File: config.mk
export PLATFORM = sky130hd
export DESIGN_NAME = hazard_unit_flat
export DESIGN_NICKNAME = d
export VERILOG_FILES = /design/src/rtl/hazard_unit_if.sv /design/src/rtl/hazard_unit.sv /design/src/flat_wrapper.sv
export SDC_FILE = /design/constraint.sdc
export NUM_CORES = 1
export LEC_CHECK = 0
export CORE_UTILIZATION = 35
export CTS_BUF_LIST = sky130_fd_sc_hd__clkbuf_8
export CTS_CLUSTER_DIAMETER = 100
export DETAILED_ROUTE_END_ITERATION = 10
export GPL_ROUTABILITY_DRIVEN = 0
export PLACE_DENSITY = 0.6
export SYNTH_ARGS = -nofsm -noshare
export SYNTH_HDL_FRONTEND = slang
export SYNTH_SLANG_ARGS = --single-unit
File: constraint.sdc
create_clock -name clk -period 2.5 [get_ports clk]
set_input_delay 0.5 -clock clk [delete_from_list [all_inputs] [get_ports clk]]
set_output_delay 0.5 -clock clk [all_outputs]
set_load 0.005 [all_outputs]
File: src/rtl/hazard_unit_if.sv
// Decode-flag / hazard-control bundle between the D-stage decoder and hazard_unit.
// The decoder drives the master side; hazard_unit consumes the slave side.
interface hazard_unit_if #(
  parameter int CNT_W = 32
);
  logic [4:0]       D_rs;
  logic [4:0]       D_rt;
  logic [4:0]       D_A3;
  logic             D_calc_r;
  logic             D_calc_i;
  logic             D_load;
  logic             D_store;
  logic             D_branch;
  logic             D_jal;
  logic             D_jr;
  logic             D_lui;
  logic             stall;
  logic [1:0]       fwd_D_rs;
  logic [1:0]       fwd_D_rt;
  logic [1:0]       fwd_E_rs;
  logic [1:0]       fwd_E_rt;
  logic             fwd_M_rt;
  logic [CNT_W-1:0] stall_cnt;

  modport master (
    output D_rs, D_rt, D_A3, D_calc_r, D_calc_i, D_load, D_store,
           D_branch, D_jal, D_jr, D_lui,
    input  stall, fwd_D_rs, fwd_D_rt, fwd_E_rs, fwd_E_rt, fwd_M_rt, stall_cnt
  );

  modport slave (
    input  D_rs, D_rt, D_A3, D_calc_r, D_calc_i, D_load, D_store,
           D_branch, D_jal, D_jr, D_lui,
    output stall, fwd_D_rs, fwd_D_rt, fwd_E_rs, fwd_E_rt, fwd_M_rt, stall_cnt
  );
endinterface

File: src/rtl/hazard_unit.sv
// Tuse/Tnew hazard unit for the 5-stage MIPS core: stall generation, D/E/M
// forwarding selects and a saturating stall-cycle counter.
module hazard_unit #(
  parameter int CNT_W = 32
) (
  input  logic      clk,
  input  logic      reset,
  hazard_unit_if.slave hz
);

  typedef struct packed {
    logic [4:0] rs;
    logic [4:0] rt;
    logic [4:0] a3;
    logic [1:0] tnew;
  } rec_t;

  rec_t       r_e, r_m, r_w;
  rec_t       w_d_rec;
  logic [1:0] w_tuse_rs, w_tuse_rt;
  logic       w_stall;
  logic [CNT_W-1:0] r_cnt;

  function automatic logic hit(input logic [4:0] src, input logic [4:0] a3);
    return (src != 5'd0) && (src == a3);
  endfunction

  function automatic rec_t age(input rec_t r);
    rec_t o;
    o = r;
    o.tnew = (r.tnew == 2'd0) ? 2'd0 : r.tnew - 2'd1;
    return o;
  endfunction

  // Tuse of 3 means "operand not read", so it can never be below any Tnew.
  always_comb begin
    w_tuse_rs = 2'd3;
    if (hz.D_branch || hz.D_jr)
      w_tuse_rs = 2'd0;
    else if (hz.D_calc_r || hz.D_calc_i || hz.D_load || hz.D_store)
      w_tuse_rs = 2'd1;

    w_tuse_rt = 2'd3;
    if (hz.D_branch)
      w_tuse_rt = 2'd0;
    else if (hz.D_calc_r)
      w_tuse_rt = 2'd1;
    else if (hz.D_store)
      w_tuse_rt = 2'd2;

    w_d_rec.rs   = hz.D_rs;
    w_d_rec.rt   = hz.D_rt;
    w_d_rec.a3   = '0;
    w_d_rec.tnew = 2'd0;
    if (hz.D_calc_r || hz.D_calc_i || hz.D_lui) begin
      w_d_rec.a3   = hz.D_A3;
      w_d_rec.tnew = 2'd1;
    end else if (hz.D_load) begin
      w_d_rec.a3   = hz.D_A3;
      w_d_rec.tnew = 2'd2;
    end else if (hz.D_jal) begin
      w_d_rec.a3   = hz.D_A3;
    end
  end

  always_comb begin
    w_stall = (hit(hz.D_rs, r_e.a3) && (w_tuse_rs < r_e.tnew)) ||
              (hit(hz.D_rs, r_m.a3) && (w_tuse_rs < r_m.tnew)) ||
              (hit(hz.D_rt, r_e.a3) && (w_tuse_rt < r_e.tnew)) ||
              (hit(hz.D_rt, r_m.a3) && (w_tuse_rt < r_m.tnew));
  end

  always_comb begin
    hz.fwd_D_rs = 2'b00;
    if (hit(hz.D_rs, r_e.a3) && (r_e.tnew == 2'd0))
      hz.fwd_D_rs = 2'b01;
    else if (hit(hz.D_rs, r_m.a3) && (r_m.tnew == 2'd0))
      hz.fwd_D_rs = 2'b10;

    hz.fwd_D_rt = 2'b00;
    if (hit(hz.D_rt, r_e.a3) && (r_e.tnew == 2'd0))
      hz.fwd_D_rt = 2'b01;
    else if (hit(hz.D_rt, r_m.a3) && (r_m.tnew == 2'd0))
      hz.fwd_D_rt = 2'b10;

    hz.fwd_E_rs = 2'b00;
    if (hit(r_e.rs, r_m.a3) && (r_m.tnew == 2'd0))
      hz.fwd_E_rs = 2'b01;
    else if (hit(r_e.rs, r_w.a3))
      hz.fwd_E_rs = 2'b10;

    hz.fwd_E_rt = 2'b00;
    if (hit(r_e.rt, r_m.a3) && (r_m.tnew == 2'd0))
      hz.fwd_E_rt = 2'b01;
    else if (hit(r_e.rt, r_w.a3))
      hz.fwd_E_rt = 2'b10;

    hz.fwd_M_rt = hit(r_m.rt, r_w.a3);
  end

  always_ff @(posedge clk) begin
    if (reset) begin
      r_e   <= '0;
      r_m   <= '0;
      r_w   <= '0;
      r_cnt <= '0;
    end else begin
      r_e <= w_stall ? rec_t'('0) : w_d_rec;
      r_m <= age(r_e);
      r_w <= age(r_m);
      if (w_stall && (r_cnt != '1))
        r_cnt <= r_cnt + 1'b1;
    end
  end

  assign hz.stall     = w_stall;
  assign hz.stall_cnt = r_cnt;

endmodule
File: src/flat_wrapper.sv
// flat-port wrapper written by rule: the top's interface ports become plain ports
module hazard_unit_flat 
#(
  parameter int CNT_W = 32
)
  (clk, reset, hz_D_rs, hz_D_rt, hz_D_A3, hz_D_calc_r, hz_D_calc_i, hz_D_load, hz_D_store, hz_D_branch, hz_D_jal, hz_D_jr, hz_D_lui, hz_stall, hz_fwd_D_rs, hz_fwd_D_rt, hz_fwd_E_rs, hz_fwd_E_rt, hz_fwd_M_rt, hz_stall_cnt);
  hazard_unit_if #(.CNT_W(CNT_W)) hz_i ();
  input  logic clk;
  input  logic reset;
  input wire logic [$bits(hz_i.D_rs)-1:0] hz_D_rs;
  input wire logic [$bits(hz_i.D_rt)-1:0] hz_D_rt;
  input wire logic [$bits(hz_i.D_A3)-1:0] hz_D_A3;
  input wire logic [$bits(hz_i.D_calc_r)-1:0] hz_D_calc_r;
  input wire logic [$bits(hz_i.D_calc_i)-1:0] hz_D_calc_i;
  input wire logic [$bits(hz_i.D_load)-1:0] hz_D_load;
  input wire logic [$bits(hz_i.D_store)-1:0] hz_D_store;
  input wire logic [$bits(hz_i.D_branch)-1:0] hz_D_branch;
  input wire logic [$bits(hz_i.D_jal)-1:0] hz_D_jal;
  input wire logic [$bits(hz_i.D_jr)-1:0] hz_D_jr;
  input wire logic [$bits(hz_i.D_lui)-1:0] hz_D_lui;
  output wire logic [$bits(hz_i.stall)-1:0] hz_stall;
  output wire logic [$bits(hz_i.fwd_D_rs)-1:0] hz_fwd_D_rs;
  output wire logic [$bits(hz_i.fwd_D_rt)-1:0] hz_fwd_D_rt;
  output wire logic [$bits(hz_i.fwd_E_rs)-1:0] hz_fwd_E_rs;
  output wire logic [$bits(hz_i.fwd_E_rt)-1:0] hz_fwd_E_rt;
  output wire logic [$bits(hz_i.fwd_M_rt)-1:0] hz_fwd_M_rt;
  output wire logic [$bits(hz_i.stall_cnt)-1:0] hz_stall_cnt;
  assign hz_i.D_rs = hz_D_rs;
  assign hz_i.D_rt = hz_D_rt;
  assign hz_i.D_A3 = hz_D_A3;
  assign hz_i.D_calc_r = hz_D_calc_r;
  assign hz_i.D_calc_i = hz_D_calc_i;
  assign hz_i.D_load = hz_D_load;
  assign hz_i.D_store = hz_D_store;
  assign hz_i.D_branch = hz_D_branch;
  assign hz_i.D_jal = hz_D_jal;
  assign hz_i.D_jr = hz_D_jr;
  assign hz_i.D_lui = hz_D_lui;
  assign hz_stall = hz_i.stall;
  assign hz_fwd_D_rs = hz_i.fwd_D_rs;
  assign hz_fwd_D_rt = hz_i.fwd_D_rt;
  assign hz_fwd_E_rs = hz_i.fwd_E_rs;
  assign hz_fwd_E_rt = hz_i.fwd_E_rt;
  assign hz_fwd_M_rt = hz_i.fwd_M_rt;
  assign hz_stall_cnt = hz_i.stall_cnt;
  hazard_unit #(.CNT_W(CNT_W)) u_core (.clk(clk), .reset(reset), .hz(hz_i));
endmodule
# After elaboration in Yosys (flattened, before gate mapping)
# Cells that the tools add are included.
# classes
addsub	2
n_lt_le_gt_ge	4
n_eq_ne	10
mux	17
n_reduce_logical	38
# op_table
operator	n
== test 5 bit	9
adder 32 x 1 -> 32 bit, second input constant	1
inequality test 32 bit, second input constant	1
2-to-1 mux 2 bit	13
nonzero test 5 bit	5
logical AND 1 bit	20
2-to-1 mux 5 bit	2
logical OR 1 bit	8
less-than comparator 2 bit	4
2-to-1 mux 7 bit	1
logical NOT 2 bit	2
OR reduction 2 bit	2
OR reduction 3 bit	1
subtractor 2 x 1 -> 2 bit, second input constant	1
2-to-1 mux 1 bit	1
# totals
register_bits	66
input_bits	25
out_inout_bits	42
word_cells	81

# Depth between registers and ports, before layout
# logic_depth
word_depth	11
mapped_depth	10

# Worst setup path after synthesis
# Ideal clock, no wire load.
# synth_timing
path_kind	input to register
from	input port hz_D_calc_r
to	register u_core.r_cnt[10] (netlist: u_core.hz.stall_cnt[10])
arrival_ps	2278
required_ps	2377
path_slack_ps	99
path_stages	7
n_path_buf	1
cell_sequence	nor2_1 > ha_1 > a2111oi_1 > nor4_4 > buf_6 > nor4_1 > mux2_1
# synth_via
elab_chain_cells	11
# synth_lines
item	line_no	text
start: declaration	flat_wrapper.sv:13	input wire logic [$bits(hz_i.D_calc_r)-1:0] hz_D_calc_r;
logical OR 1 bit (3 in series)	hazard_unit.sv:40	else if (hz.D_calc_r || hz.D_calc_i || hz.D_load || hz.D_store)
2-to-1 mux 2 bit	hazard_unit.sv:40	
2-to-1 mux 2 bit	hazard_unit.sv:38	if (hz.D_branch || hz.D_jr)
less-than comparator 2 bit, on equally long branches	hazard_unit.sv:67, hazard_unit.sv:68	
logical AND 1 bit, on equally long branches	hazard_unit.sv:67, hazard_unit.sv:68	
logical OR 1 bit	hazard_unit.sv:67	w_stall = (hit(hz.D_rs, r_e.a3) && (w_tuse_rs < r_e.tnew)) ||
logical OR 1 bit	hazard_unit.sv:68	(hit(hz.D_rs, r_m.a3) && (w_tuse_rs < r_m.tnew)) ||
logical OR 1 bit (*)	hazard_unit.sv:69	(hit(hz.D_rt, r_e.a3) && (w_tuse_rt < r_e.tnew)) ||
logical AND 1 bit (*)	hazard_unit.sv:111	if (w_stall && (r_cnt != '1))
end signal: assignment	hazard_unit.sv:112	r_cnt <= r_cnt + 1'b1;
end: declaration	hazard_unit.sv:22	logic [CNT_W-1:0] r_cnt;
# Every way passes the cells marked *; elsewhere a longest branch is shown, timed or not.
# A chain may end at the register's enable or synchronous reset.

# Worst setup path in the final report
# layout_timing
from	input port hz_D_rs[0]
to	output port hz_stall
# layout_via
elab_chain_cells	6
# layout_lines
item	line_no	text
start: declaration	flat_wrapper.sv:10	input wire logic [$bits(hz_i.D_rs)-1:0] hz_D_rs;
== test 5 bit / nonzero test 5 bit (equally long branches)	hazard_unit.sv:25	return (src != 5'd0) && (src == a3);
logical AND 1 bit	hazard_unit.sv:25	
logical AND 1 bit, on equally long branches	hazard_unit.sv:67, hazard_unit.sv:68	
logical OR 1 bit (*)	hazard_unit.sv:67	
logical OR 1 bit (*)	hazard_unit.sv:68	
logical OR 1 bit (*)	hazard_unit.sv:69	
end: declaration	flat_wrapper.sv:21	output wire logic [$bits(hz_i.stall)-1:0] hz_stall;
# Marks and branches as above.

==> flow_metrics.tcl <==
set metrics [dict create \
    rows 35 \
    clockPowerShare_pct 40.3 \
    yosysUniqueCellTypes 41 \
    fin_crit_sh_pct 99.65 \
    path_class "in2out" \
    synth-edff-count 0 \
    pwr-share-comb_pct 15.0 \
    port_buffers 66 \
    setup_viol 0 \
    grt_max_degree 51 \
    r2r_end "u_core.hz.stall_cnt[10]$_SDFFE_PP0P_" \
    seqPwrFrac_pct 44.7 \
    post-route-drc-count 0 \
    vias 3220 \
    fmax_ghz 0.4014 \
    drive_gt1_share_pct 26.56 \
    worstRegToRegCells 9 \
    via_per_inst 5.023 \
    fin_crit_ps 2491 \
    clkSinkCount 66 \
    p_per_area_nw_per_um2 498.7 \
    crit_path_end_kind "output port" \
    vdd_drop_max_uv 341.9 \
    synth_nets 422 \
    ys_seq_area_share_pct 38.75 \
    grt_use_total_pct 18.96 \
    fin_nets 537 \
    filler_cell_count 899 \
    power.switching_mw 0.6078 \
    ioPinCount 67 \
    place_ws_ps -803.1 \
    die_height_um 100.7 \
    syn_to_final_growth_pct 46.68 \
    dp_hpwl_mm 6.497 \
    netlist_area_um2 3410 \
    avgSynthCellArea_um2 8.676 \
    worstPathMaxFanout 3 \
    routed_wirelength_mm 9.311 \
    start_util_pct 36.55 \
    multi_input_area_um2 2197 \
    cts_buffer_depth 2 \
    ys_ff_latch 66 \
    worstSetupStartpointType "primary input" \
    hold_viol 0 \
    ys_warn_count 0 \
    grt_first_pass_wirelength_mm 15.15 \
    instances_no_fill 641 \
    antenna_found_initial 0 \
    min_path_type "in2reg" \
    die_w_um 100.7 \
    maxCapViolations 0 \
    avgRoutedWirePerCell_um 14.53 \
    final_core_util_pct 53.62 \
    cts.clk_slew.worst_paths_ps 70 \
    grt-ovfl-total 0 \
    ant_nets 0 \
    htreeDepth 3 \
    rsz0062_at_grt "yes" \
    skew_ps 10.34 \
    intPower_mw 1.886 \
    synthCells 393 \
    die-area_um2 10140 \
    fin_ws_ps 8.634 \
    ys.flop_type "dfxtp_1" \
    grt_pass1_vias 3119 \
    diodes 0 \
    cp_data_required_time_ps 2000 \
    core_um2 9328 \
    worst_hold_slack_ps 389.4 \
    status "finished, final reports clean" \
    clock_latency_ps 340 \
    min_from "hz_D_rt[3]" \
    swShare_pct 24.37 \
    leakage_nw 1.933 \
    drv_slew 0 \
    cts_tree "done" \
    synthArstFlopShare_pct 0 \
    drtIter0Drc 104 \
    clock-root-buffer "clkbuf_8" \
    max_slew_margin_pct 71.05 \
    cts-buffers-inserted 9 \
    rrSetupSlack_ps 150 \
    arrival_ps 1990 \
    setup_tns_ps 0 \
    worst_pin_slew_ps 429.6 \
    r2r-start "u_core.r_m[3]$_SDFF_PP0_" \
    whs_endpoint "u_core.r_e[10]$_SDFF_PP0_" \
    drtPass1Iterations 4 \
    dp_cells 621 \
    holdPathStages 2 \
    register_area_um2 1335 \
]
==> layer usage <==
metal,share of wire [%],up-vias,track usage (%)
met2,50,70,32.56
met1,45,1520,23.42
met5,0,-,0
met4,0.86,0,4.236
li1,-,1621,-
met3,4.5,9,5.548
==> metrics by stage <==
step           power (mW)  cell area (um^2)
6_report            2.494              5001
2_1_floorplan       1.292              3410
3_3_place_gp        1.458              4562
5_1_grt             2.600              5001
3_5_place_dp        1.461              4562
4_1_cts             2.477              4862
==> how the worst max path moves through the flow <==
stage	start	end	slack, ps	cells past startpoint
detailed placement	hz_D_rt[3]	hz_stall	-800	8
global route	hz_D_rs[0]	hz_stall	-50	8
finish	hz_D_rs[0]	hz_stall	9	8
CTS	hz_D_rt[0]	hz_stall	-170	8
global placement	hz_D_rt[3]	hz_stall	-780	8
floorplan	hz_D_calc_r	u_core.hz.stall_cnt[10]$_SDFFE_PP0P_	100	7
==> power groups by stage <==
stage / registers [mW] / clock network [mW] / logic, mW
finish: 1.11 / 1.01 / 0.375
global route: 1.12 / 1.07 / 0.408
CTS: 1.11 / 1.03 / 0.334
detailed placement: 1.14 / 0 / 0.324
global placement: 1.14 / 0 / 0.321
floorplan: 1.13 / 0 / 0.165
==> cells by family (layout without fill, tap and decap cells) <==
kind of cell    count (synthesis)  after routing  synth area share, %
simple gates                  185            185                31.78
mux                            11             11                3.743
compound gates                 54             54                9.431
fa+ha+maj                       4              4                1.468
xor+xnor                       44             44                11.30
flops                          66             66                38.75
buf+inv                        29            148                3.523
==> critical path, cell delays in order <==
cell and delay (ps):
buf_6 90, or4_4 530, nor2_4 170, buf_6 130, nor4_4 40, nor4_4 330
inv_2 80, buf_6 120
==> state kept, by name, summed over array words and instances, names as in the netlist <==
signal,cells
u_core.hz.stall_cnt,32
u_core.r_e,17
u_core.r_m,12
u_core.r_w,5
==> placed cells by master (no fill, tap or decap), types with 16 or more instances in the layout <==
cell type,synthesis,final
nand3_1,17,17
o21ai_0,24,21
a21oi_1,20,20
nor2_1,22,19
nor2b_1,27,27
xnor2_1,28,26
xor2_1,16,16
and2_1,19,19
buf_4,0,57
clkdlybuf4s50_1,0,40
or3_1,18,18
dfxtp_1,66,59
==> layout make-up <==
class	count	area share (%)
Inverter	6	0.4503
Sequential cell	66	26.69
Tap cell	129	3.227
Multi-Input combinational cell	298	43.93
Clock buffer	11	3.027
Timing Repair Buffer	127	21.32
Clock inverter	4	1.351
==> synthesized netlist by cell type, drive strengths merged (16+ instances only) <==
master / instances / area, um^2
nand3: 17 / 85.08
xnor2: 28 / 245.2
a21oi: 20 / 100.1
nor2: 23 / 88.84
dfxtp: 66 / 1321
o21ai: 24 / 120.1
clkbuf: 17 / 63.81
and2: 19 / 118.9
nor2b: 27 / 168.9
xor2: 16 / 140.1
or3: 18 / 112.6
==> what timing repair did <==
item	in CTS	in global routing
setup buffers	4	4
setup endpoints to repair	57	26
hold buffers	0	0
resized for setup	71	53
pin swaps	13	16
(Power assumes the default switching activity.)
